`src/rtl/c17_pkg.sv`:
```
// Shared types and constants for the C17V2 BIST array: FSM states,
// default LFSR/MISR constants and the lane-output fold used by the MISR.
package c17_pkg;

    typedef enum logic [2:0] {
        IDLE,
        SEED,
        RUN,
        DRAIN,
        DONE
    } bist_state_e;

    localparam logic [23:0] C17_LFSR_TAPS = 24'hE10000;
    localparam logic [23:0] C17_LFSR_SEED = 24'hACE1A5;
    localparam logic [15:0] C17_MISR_POLY = 16'h1021;

    // XOR n output bits into a w-bit word, bit j landing on j mod w.
    // Covers up to 8 lanes (16 bits) and signatures up to 32 bits wide.
    function automatic logic [31:0] misr_fold(input logic [15:0] v,
                                              input int unsigned n,
                                              input int unsigned w);
        logic [31:0] r;
        r = '0;
        for (int unsigned j = 0; j < 16; j++) begin
            if (j < n) begin
                r[5'(j % w)] = r[5'(j % w)] ^ v[4'(j)];
            end
        end
        return r;
    endfunction

endpackage

```
`src/rtl/c17v2_lane.sv`:
```
// One C17V2 lane: the two-output NAND benchmark function followed by a
// stuck-at override on either output.
module c17v2_lane (
    input  logic [4:0] g_in_i,     // {G5,G4,G3,G2,G1}
    input  logic       force_en_i,
    input  logic       force_bit_i, // 0 = G6, 1 = G7
    input  logic       force_val_i,
    output logic [1:0] g_out_o      // {G7,G6}
);

    logic a, b, c, d, e;
    logic w1, w2, w3;
    logic g6, g7;

    assign {a, d, e, c, b} = g_in_i;

    assign w1 = ~(a & b);
    assign w2 = ~(a & c);
    assign w3 = ~(w2 & d);
    assign g6 = ~(w1 & w3);
    assign g7 = (d | e) & w2;

    always_comb begin
        g_out_o = {g7, g6};
        if (force_en_i) begin
            if (force_bit_i) begin
                g_out_o[1] = force_val_i;
            end else begin
                g_out_o[0] = force_val_i;
            end
        end
    end

endmodule

```
`src/rtl/c17v2_bist_array.sv`:
```
// Multi-lane C17V2 array with registered outputs and an LFSR/MISR BIST
// controller; lanes are fed either from data_in or from the pattern LFSR.
module c17v2_bist_array
    import c17_pkg::*;
#(
    parameter int unsigned       LANES     = 4,
    parameter int unsigned       PIPE      = 1,
    parameter int unsigned       LFSR_W    = 24,
    parameter logic [LFSR_W-1:0] LFSR_TAPS = LFSR_W'(C17_LFSR_TAPS),
    parameter logic [LFSR_W-1:0] LFSR_SEED = LFSR_W'(C17_LFSR_SEED),
    parameter int unsigned       MISR_W    = 16,
    parameter logic [MISR_W-1:0] MISR_POLY = MISR_W'(C17_MISR_POLY),
    parameter int unsigned       PATTERNS  = 256
) (
    input  logic                 clk,
    input  logic                 rst,
    input  logic                 mode_bist,
    input  logic [5*LANES-1:0]   data_in,
    input  logic                 data_valid,
    output logic [2*LANES-1:0]   data_out,
    output logic                 out_valid,
    input  logic                 start,
    input  logic [MISR_W-1:0]    golden,
    input  logic                 fault_en,
    input  logic [2:0]           fault_lane,
    input  logic                 fault_bit,
    input  logic                 fault_val,
    output logic                 bist_busy,
    output logic                 bist_done,
    output logic                 bist_pass,
    output logic [MISR_W-1:0]    signature
);

    localparam int unsigned DW    = 5 * LANES;
    localparam int unsigned OW    = 2 * LANES;
    localparam int unsigned CNT_W = $clog2(PATTERNS + 1);

    bist_state_e       state_q;
    logic [LFSR_W-1:0] lfsr_q, lfsr_d;
    logic [MISR_W-1:0] misr_q, misr_d;
    logic [CNT_W-1:0]  cnt_q;
    logic              start_q, busy_q, done_q;

    logic [DW-1:0]     lane_in;
    logic              in_valid, in_bist;
    logic [OW-1:0]     lane_out;

    logic [OW-1:0]     s1_data_q;
    logic              s1_valid_q, s1_bist_q;
    logic [OW-1:0]     out_data;
    logic              out_vld, out_bist;
    logic              misr_en;

    // Lanes see LFSR patterns only while RUN; any other BIST-mode cycle is idle.
    always_comb begin
        lane_in  = data_in;
        in_valid = data_valid & ~mode_bist;
        in_bist  = 1'b0;
        if (state_q == RUN && mode_bist) begin
            lane_in  = lfsr_q[DW-1:0];
            in_valid = 1'b1;
            in_bist  = 1'b1;
        end
    end

    for (genvar i = 0; i < LANES; i++) begin : g_lane
        c17v2_lane u_lane (
            .g_in_i      (lane_in[5*i +: 5]),
            .force_en_i  (fault_en && (fault_lane == 3'(i))),
            .force_bit_i (fault_bit),
            .force_val_i (fault_val),
            .g_out_o     (lane_out[2*i +: 2])
        );
    end

    always_ff @(posedge clk or posedge rst) begin
        if (rst) begin
            s1_data_q  <= '0;
            s1_valid_q <= 1'b0;
            s1_bist_q  <= 1'b0;
        end else begin
            s1_valid_q <= in_valid;
            s1_bist_q  <= in_bist;
            if (in_valid) begin
                s1_data_q <= lane_out;
            end
        end
    end

    if (PIPE != 0) begin : g_pipe
        logic [OW-1:0] s2_data_q;
        logic          s2_valid_q, s2_bist_q;

        always_ff @(posedge clk or posedge rst) begin
            if (rst) begin
                s2_data_q  <= '0;
                s2_valid_q <= 1'b0;
                s2_bist_q  <= 1'b0;
            end else begin
                s2_valid_q <= s1_valid_q;
                s2_bist_q  <= s1_bist_q;
                if (s1_valid_q) begin
                    s2_data_q <= s1_data_q;
                end
            end
        end

        assign out_data = s2_data_q;
        assign out_vld  = s2_valid_q;
        assign out_bist = s2_bist_q;
    end else begin : g_nopipe
        assign out_data = s1_data_q;
        assign out_vld  = s1_valid_q;
        assign out_bist = s1_bist_q;
    end

    assign lfsr_d = lfsr_q[0] ? ((lfsr_q >> 1) ^ LFSR_TAPS) : (lfsr_q >> 1);

    assign misr_d = {misr_q[MISR_W-2:0], 1'b0}
                  ^ (misr_q[MISR_W-1] ? MISR_POLY : '0)
                  ^ MISR_W'(misr_fold(16'(out_data), OW, MISR_W));

    // Only BIST-tagged results compact, and only while the run is live, so
    // stale functional data and post-abort leftovers never touch the MISR.
    assign misr_en = out_vld && out_bist && mode_bist
                     && (state_q == RUN || state_q == DRAIN);

    always_ff @(posedge clk or posedge rst) begin
        if (rst) begin
            state_q <= IDLE;
            lfsr_q  <= LFSR_SEED;
            misr_q  <= '0;
            cnt_q   <= '0;
            start_q <= 1'b0;
            busy_q  <= 1'b0;
            done_q  <= 1'b0;
        end else begin
            start_q <= start;
            if (misr_en) begin
                misr_q <= misr_d;
            end
            if (busy_q && !mode_bist) begin
                state_q <= IDLE;
                busy_q  <= 1'b0;
            end else begin
                case (state_q)
                    IDLE: begin
                        if (mode_bist && start) begin
                            state_q <= SEED;
                            busy_q  <= 1'b1;
                        end
                    end
                    SEED: begin
                        lfsr_q  <= LFSR_SEED;
                        misr_q  <= '0;
                        cnt_q   <= '0;
                        state_q <= RUN;
                    end
                    RUN: begin
                        lfsr_q <= lfsr_d;
                        if (cnt_q == CNT_W'(PATTERNS - 1)) begin
                            cnt_q   <= '0;
                            state_q <= DRAIN;
                        end else begin
                            cnt_q <= cnt_q + 1'b1;
                        end
                    end
                    DRAIN: begin
                        if (cnt_q == CNT_W'(PIPE)) begin
                            state_q <= DONE;
                            busy_q  <= 1'b0;
                            done_q  <= 1'b1;
                        end else begin
                            cnt_q <= cnt_q + 1'b1;
                        end
                    end
                    DONE: begin
                        if (!mode_bist) begin
                            state_q <= IDLE;
                            done_q  <= 1'b0;
                        end else if (start && !start_q) begin
                            state_q <= SEED;
                            busy_q  <= 1'b1;
                            done_q  <= 1'b0;
                        end
                    end
                    default: begin
                        state_q <= IDLE;
                        busy_q  <= 1'b0;
                        done_q  <= 1'b0;
                    end
                endcase
            end
        end
    end

    assign data_out  = out_data;
    assign out_valid = out_vld;
    assign bist_busy = busy_q;
    assign bist_done = done_q;
    assign bist_pass = done_q && (misr_q == golden);
    assign signature = misr_q;

endmodule
```
`config.mk`:
```
export PLATFORM = sky130hd
export DESIGN_NAME = c17v2_bist_array
export DESIGN_NICKNAME = d
export VERILOG_FILES = /design/src/rtl/c17_pkg.sv /design/src/rtl/c17v2_lane.sv /design/src/rtl/c17v2_bist_array.sv
export SDC_FILE = /design/constraint.sdc
export NUM_CORES = 1
export LEC_CHECK = 0
export CELL_PAD_IN_SITES_DETAIL_PLACEMENT = 0
export CELL_PAD_IN_SITES_GLOBAL_PLACEMENT = 1
export CORE_MARGIN = 1
export CORE_UTILIZATION = 41
export CTS_BUF_LIST = sky130_fd_sc_hd__clkbuf_2
export DETAILED_ROUTE_END_ITERATION = 8
export PLACE_DENSITY_LB_ADDON = 0.3
export SLEW_MARGIN = 20
export SYNTH_ARGS = -nofsm -noshare
export SYNTH_HDL_FRONTEND = slang
export SYNTH_SLANG_ARGS = --single-unit
```
`constraint.sdc`:
```
create_clock -name clk -period 3 [get_ports clk]
set_clock_uncertainty 0.2 [all_clocks]
set_input_delay 0.45 -clock clk [delete_from_list [all_inputs] [get_ports clk]]
set_output_delay 0.45 -clock clk [all_outputs]
set_load 0.02 [all_outputs]
```
# After elaboration in Yosys (flattened, before gate mapping)
# Cells that the tools add are included.
# totals
reg_bits	75
in_bits	47
out_inout_bits	28
wordCells	148
# classes
n_addsub	1
eq_ne	20
mux	41
bitwise	47
reduce_logical	26
# op_table
cell	count
$mux 16	3
$pmux 24 s2	1
$pmux 9 s3	1
$mux 24	1
$and 1x1->1	21
$mux 20	1
$not 1->1	19
$mux 1	18
$mux 3	6
$mux 9	2
$eq 16x16->1	1
$xor 16x13->16	1
$xor 16x8->16	1
$pmux 3 s5	1
$mux 13	1
$eq 3x2->1 const B	4
$logic_and 1x1->1	12
$ne 3x3->1 const B	4
$add 9x1->9 const B	1
$eq 9x1->1 const B	1
$eq 9x8->1 const B	1
$mux 2	4
$reduce_and 4->1	2
$eq 3x1->1 const B	2
other kinds (19)	26

# Longest topological paths before layout
# depth
ltp_word	11
depth_mapped	10
ltp_nobuf	10

# Modules after synthesis
# From an unflattened synthesis, not the netlist that was laid out.
# unflattened
hier_cells	384
hier_area_um2	4088.9
# by_module_without_submodules
module	instances	cells_per_inst	area_each_um2	seq_area_each_um2
c17v2_bist_array	1	352	3843.7	1891.8
c17v2_lane	4	8	61.3	0.0

# Least setup slack after synthesis
# No wires, ideal clock.
# synth_timing
kind	flip-flop to output port
start	register misr_q[12] (netlist: signature[12])
end	output port bist_pass
t_arrival_ns	1.713
required_time_ns	2.350
slack_ns	0.637
path_stages_with_launch	5
n_path_buf	0
path_cell_list	dfrtp_1 > xor2_1 > nor4_1 > nand4_1 > nor4_1
# synth_between
elab_chain_cells	2
# synth_rtl
item	line_no	source
from (decl)	c17v2_bist_array.sv:40	logic [MISR_W-1:0] misr_q, misr_d;
from (signal assigned)	c17v2_bist_array.sv:140	misr_q <= misr_d;
$eq 16x16->1	c17v2_bist_array.sv:201	assign bist_pass = done_q && (misr_q == golden);
$logic_and 1x1->1	c17v2_bist_array.sv:201	
to (decl)	c17v2_bist_array.sv:30	output logic bist_pass,
# No other way between the ends.

# Final worst setup path
# Same ends and word-level chain as after synthesis.

==> flow_metrics.py <==
metrics = {
    "yosys": {
        "ys_seq_area_share_pct": 49.8,
        "syn_area_um2": 3800,
        "synth_top_area_share_pct": 41.5,
        "yosysTopAreaCell": "dfrtp_1",
        "yosys_register_bits": 75,
        "ys_warn_count": 0,
        "syn-num-nets": 414,
        "synth.distinct_cells": 55,
        "ys_top_cells_by_area": "dfrtp_1, dfstp_2, xnor2_1",
        "synthCells": 363,
        "synth_area_per_cell_um2": 10.5,
        "synth_common_cells": "dfrtp_1, nand2_1, nor2_1, xnor2_1, a22o_1",
        "yosysMostFrequentCell": "dfrtp_1",
        "ys_dominant_reg_cell": "dfrtp_1",
        "synth-edff-count": 0,
        "ys_async_sr_fraction_pct": 100,
    },
    "sta": {
        "final.setup.worst_slack_ns": 0.319,
        "tightest_slew_ns": 0.884,
        "final.setup.tns_ns": 0,
        "fmax_mhz": 373,
        "fin_crit_sh_pct": 89.4,
        "min_period_ns": 2.68,
        "hold_violations": 0,
        "slew_viol_final": 0,
        "rsz0062_at_grt": "false",
        "relSlewSlack_pct": 40.8,
        "setup_viol": 0,
    },
    "clock_tree": {
        "h-tree-depth": 3,
        "cts_inserted_buffers": 9,
        "path_clk_slew_ns": 0.22,
        "clockBufferDepth": 2,
        "cts_root_buffer": "clkbuf_2",
        "cts_tree": "done",
        "clock-sinks": 75,
        "insertion_delay_ns": 0.50,
    },
    "critical_path": {
        "required_ns": 2.35,
        "cp.arrival_ns": 2.03,
        "critPathKind": "register to primary output",
        "cp-end-kind": "primary output",
        "cp-start-kind": "register",
        "path_max_fanout": 4,
    },
    "global_route": {
        "grt_first_pass_wirelength_mm": 15.2,
        "grt_overflow": 0,
        "grt_usage_pct": 19.7,
        "grt_max_degree": 28,
        "grt_pass1_vias": 3104,
        "antenna_found_initial": 0,
    },
    "power": {
        "combinationalPowerShare_pct": 42.0,
        "p_seq_share_pct": 43.2,
        "p_int_mw": 2.61,
        "ir_worst_vdd_mv": 0.347,
        "powerDensity_nw_per_um2": 889,
        "p_clk_share_pct": 14.8,
        "leakagePower_nw": 1.95,
        "switching_share_pct": 39.0,
        "power.switching_mw": 1.66,
    },
    "floorplan": {
        "die_area_um2": 9660,
        "io_pins": 75,
        "die_x_um": 98.3,
        "initial_core_util_pct": 43.0,
        "fp.coreArea_um2": 8850,
        "rows": 34,
        "fp.dieH_um": 98.3,
    },
    "placed_design": {
        "port_buffers": 74,
        "pre_cts_ws_ns": 0.0168,
        "hpwl_mm": 6.58,
        "gp_congestion": 0.795,
    },
    "finish": {
        "n_fill_cell": 810,
        "final_util_pct": 54.3,
        "nNetsFinal": 491,
        "drive_above_1_share_pct": 12.4,
        "syn2layout_area_growth_pct": 26.3,
        "antenna_cells": 0,
    },
    "detailed_routing": {
        "drt_first_pass_iters": 6,
        "vias": 3029,
        "drt-total-wl_mm": 8.67,
        "first_iter_violations": 130,
        "wl_per_cell_um": 15.7,
        "via_per_inst": 5.48,
        "ant_nets": 0,
        "drc_errors": 8,
    },
    "run": {
        "maxCapViolations": 0,
    },
    "run_status": {
        "violations": "DRC",
        "status": "finished, violations left",
    },
    "min_path": {
        "min-delay-path-class": "input pin to async pin",
    },
}
-- registers in the layout, summed over array words and instances, names as in the netlist --
register / cells
lfsr_q: 24
signature: 16
cnt_q: 9
data_out: 8
s1_data_q: 8
state_q: 3
bist_busy: 1
bist_done: 1
g_pipe.s2_bist_q: 1
out_valid: 1
s1_bist_q: 1
s1_valid_q: 1
start_q: 1
-- critical path: stages (launching register included) --
cell and delay (ns):
dfrtp_1 0.48, xor2_1 0.19, nor4_1 0.29, nand4_1 0.12
nor4_1 0.24, clkbuf_2 0.22
-- power by group through the flow --
stage | Clock [mW] | Sequential [mW] | Combinational [mW]
2_1_floorplan | 0 | 1.87 | 1.16
3_3_place_gp | 0 | 1.85 | 1.77
3_5_place_dp | 0 | 1.87 | 1.81
4_1_cts | 0.647 | 1.85 | 1.82
5_1_grt | 0.687 | 1.92 | 1.98
6_report | 0.632 | 1.84 | 1.79
-- final timing paths --
kind,startpoint,to,slack (ns),cells past startpoint
max,signature[12],bist_pass,0.32,5
min,rst,s1_data_q[6],0.10,2
max reg2reg,cnt_q[0],cnt_q[2],0.35,9
min reg2reg,s1_bist_q,g_pipe.s2_bist_q,0.20,0
max in group asynchronous,rst,lfsr_q[21],1.85,3
min in group clk,s1_bist_q,g_pipe.s2_bist_q,0.20,0
-- layout make-up --
type | count | area (um2) | share of cell area, %
Clock buffer | 9 | 45.0 | 0.938
Multi-Input combinational cell | 259 | 1770 | 37.0
Tap cell | 108 | 135 | 2.81
Clock inverter | 7 | 92.6 | 1.93
Inverter | 13 | 53.8 | 1.12
Timing Repair Buffer | 82 | 808 | 16.8
Sequential cell | 75 | 1890 | 39.4
-- routing by layer --
metal	GRT usage [%]	vias up	routed length, um	part of all wire (%)
met5	0	-	0	0
met1	26.1	1461	3920	45
met4	7.23	0	87	1.0
met2	32.2	71	4180	48
li1	-	1488	-	-
met3	3.58	9	481	5.5
-- logic make-up after synthesis --
group / after synthesis / share of synthesized area [%]
compound gates: 90 / 17.7
simple gates: 123 / 17.3
fa+ha+maj: 4 / 1.32
buf+inv: 29 / 3.55
mux: 12 / 3.46
xor+xnor: 30 / 6.91
flops: 75 / 49.8
-- timing repair --
item | 4_1_cts | 5_1_grt
setup endpoints to repair | 1 | 1
hold buffers | 0 | 0
buffers inserted | 0 | 0
resized for setup | 1 | 3
-- through the flow --
| step | area (um2) | cells | hold WS [ns] | total power [mW] |
|---|---|---|---|---|
| 2_1_floorplan | 3800 | 363 | 0.131 | 3.03 |
| 3_3_place_gp | 4670 | 537 | 0.137 | 3.62 |
| 3_5_place_dp | 4670 | 537 | 0.146 | 3.68 |
| 4_1_cts | 4800 | 553 | 0.0941 | 4.31 |
| 5_1_grt | 4800 | 553 | 0.0991 | 4.58 |
| 6_report | 4800 | 553 | 0.101 | 4.27 |
-- layout by cell type, fill, tap and decap left out, drive strengths merged, types with 4 or more instances in the layout --
| cell type | count |
|---|---|
| xor2 | 7 |
| nor2 | 24 |
| xnor2 | 23 |
| a221o | 6 |
| a22o | 13 |
| o22a | 10 |
| nand3 | 8 |
| inv | 12 |
| o21ai | 9 |
| nand4 | 10 |
| clkdlybuf4s50 | 73 |
| nor3 | 4 |
| and3 | 7 |
| buf | 8 |
| a21oi | 12 |
| dfstp | 12 |
| clkbuf | 10 |
| a31oi | 5 |
| dfrtp | 63 |
| o211ai | 11 |
| o22ai | 4 |
| nand2b | 7 |
| ha | 4 |
| nand2 | 38 |
| a211oi | 8 |
| mux2 | 9 |
| nor3b | 5 |
| clkinv | 4 |
Note: power is estimated with default switching activity, not from simulation.
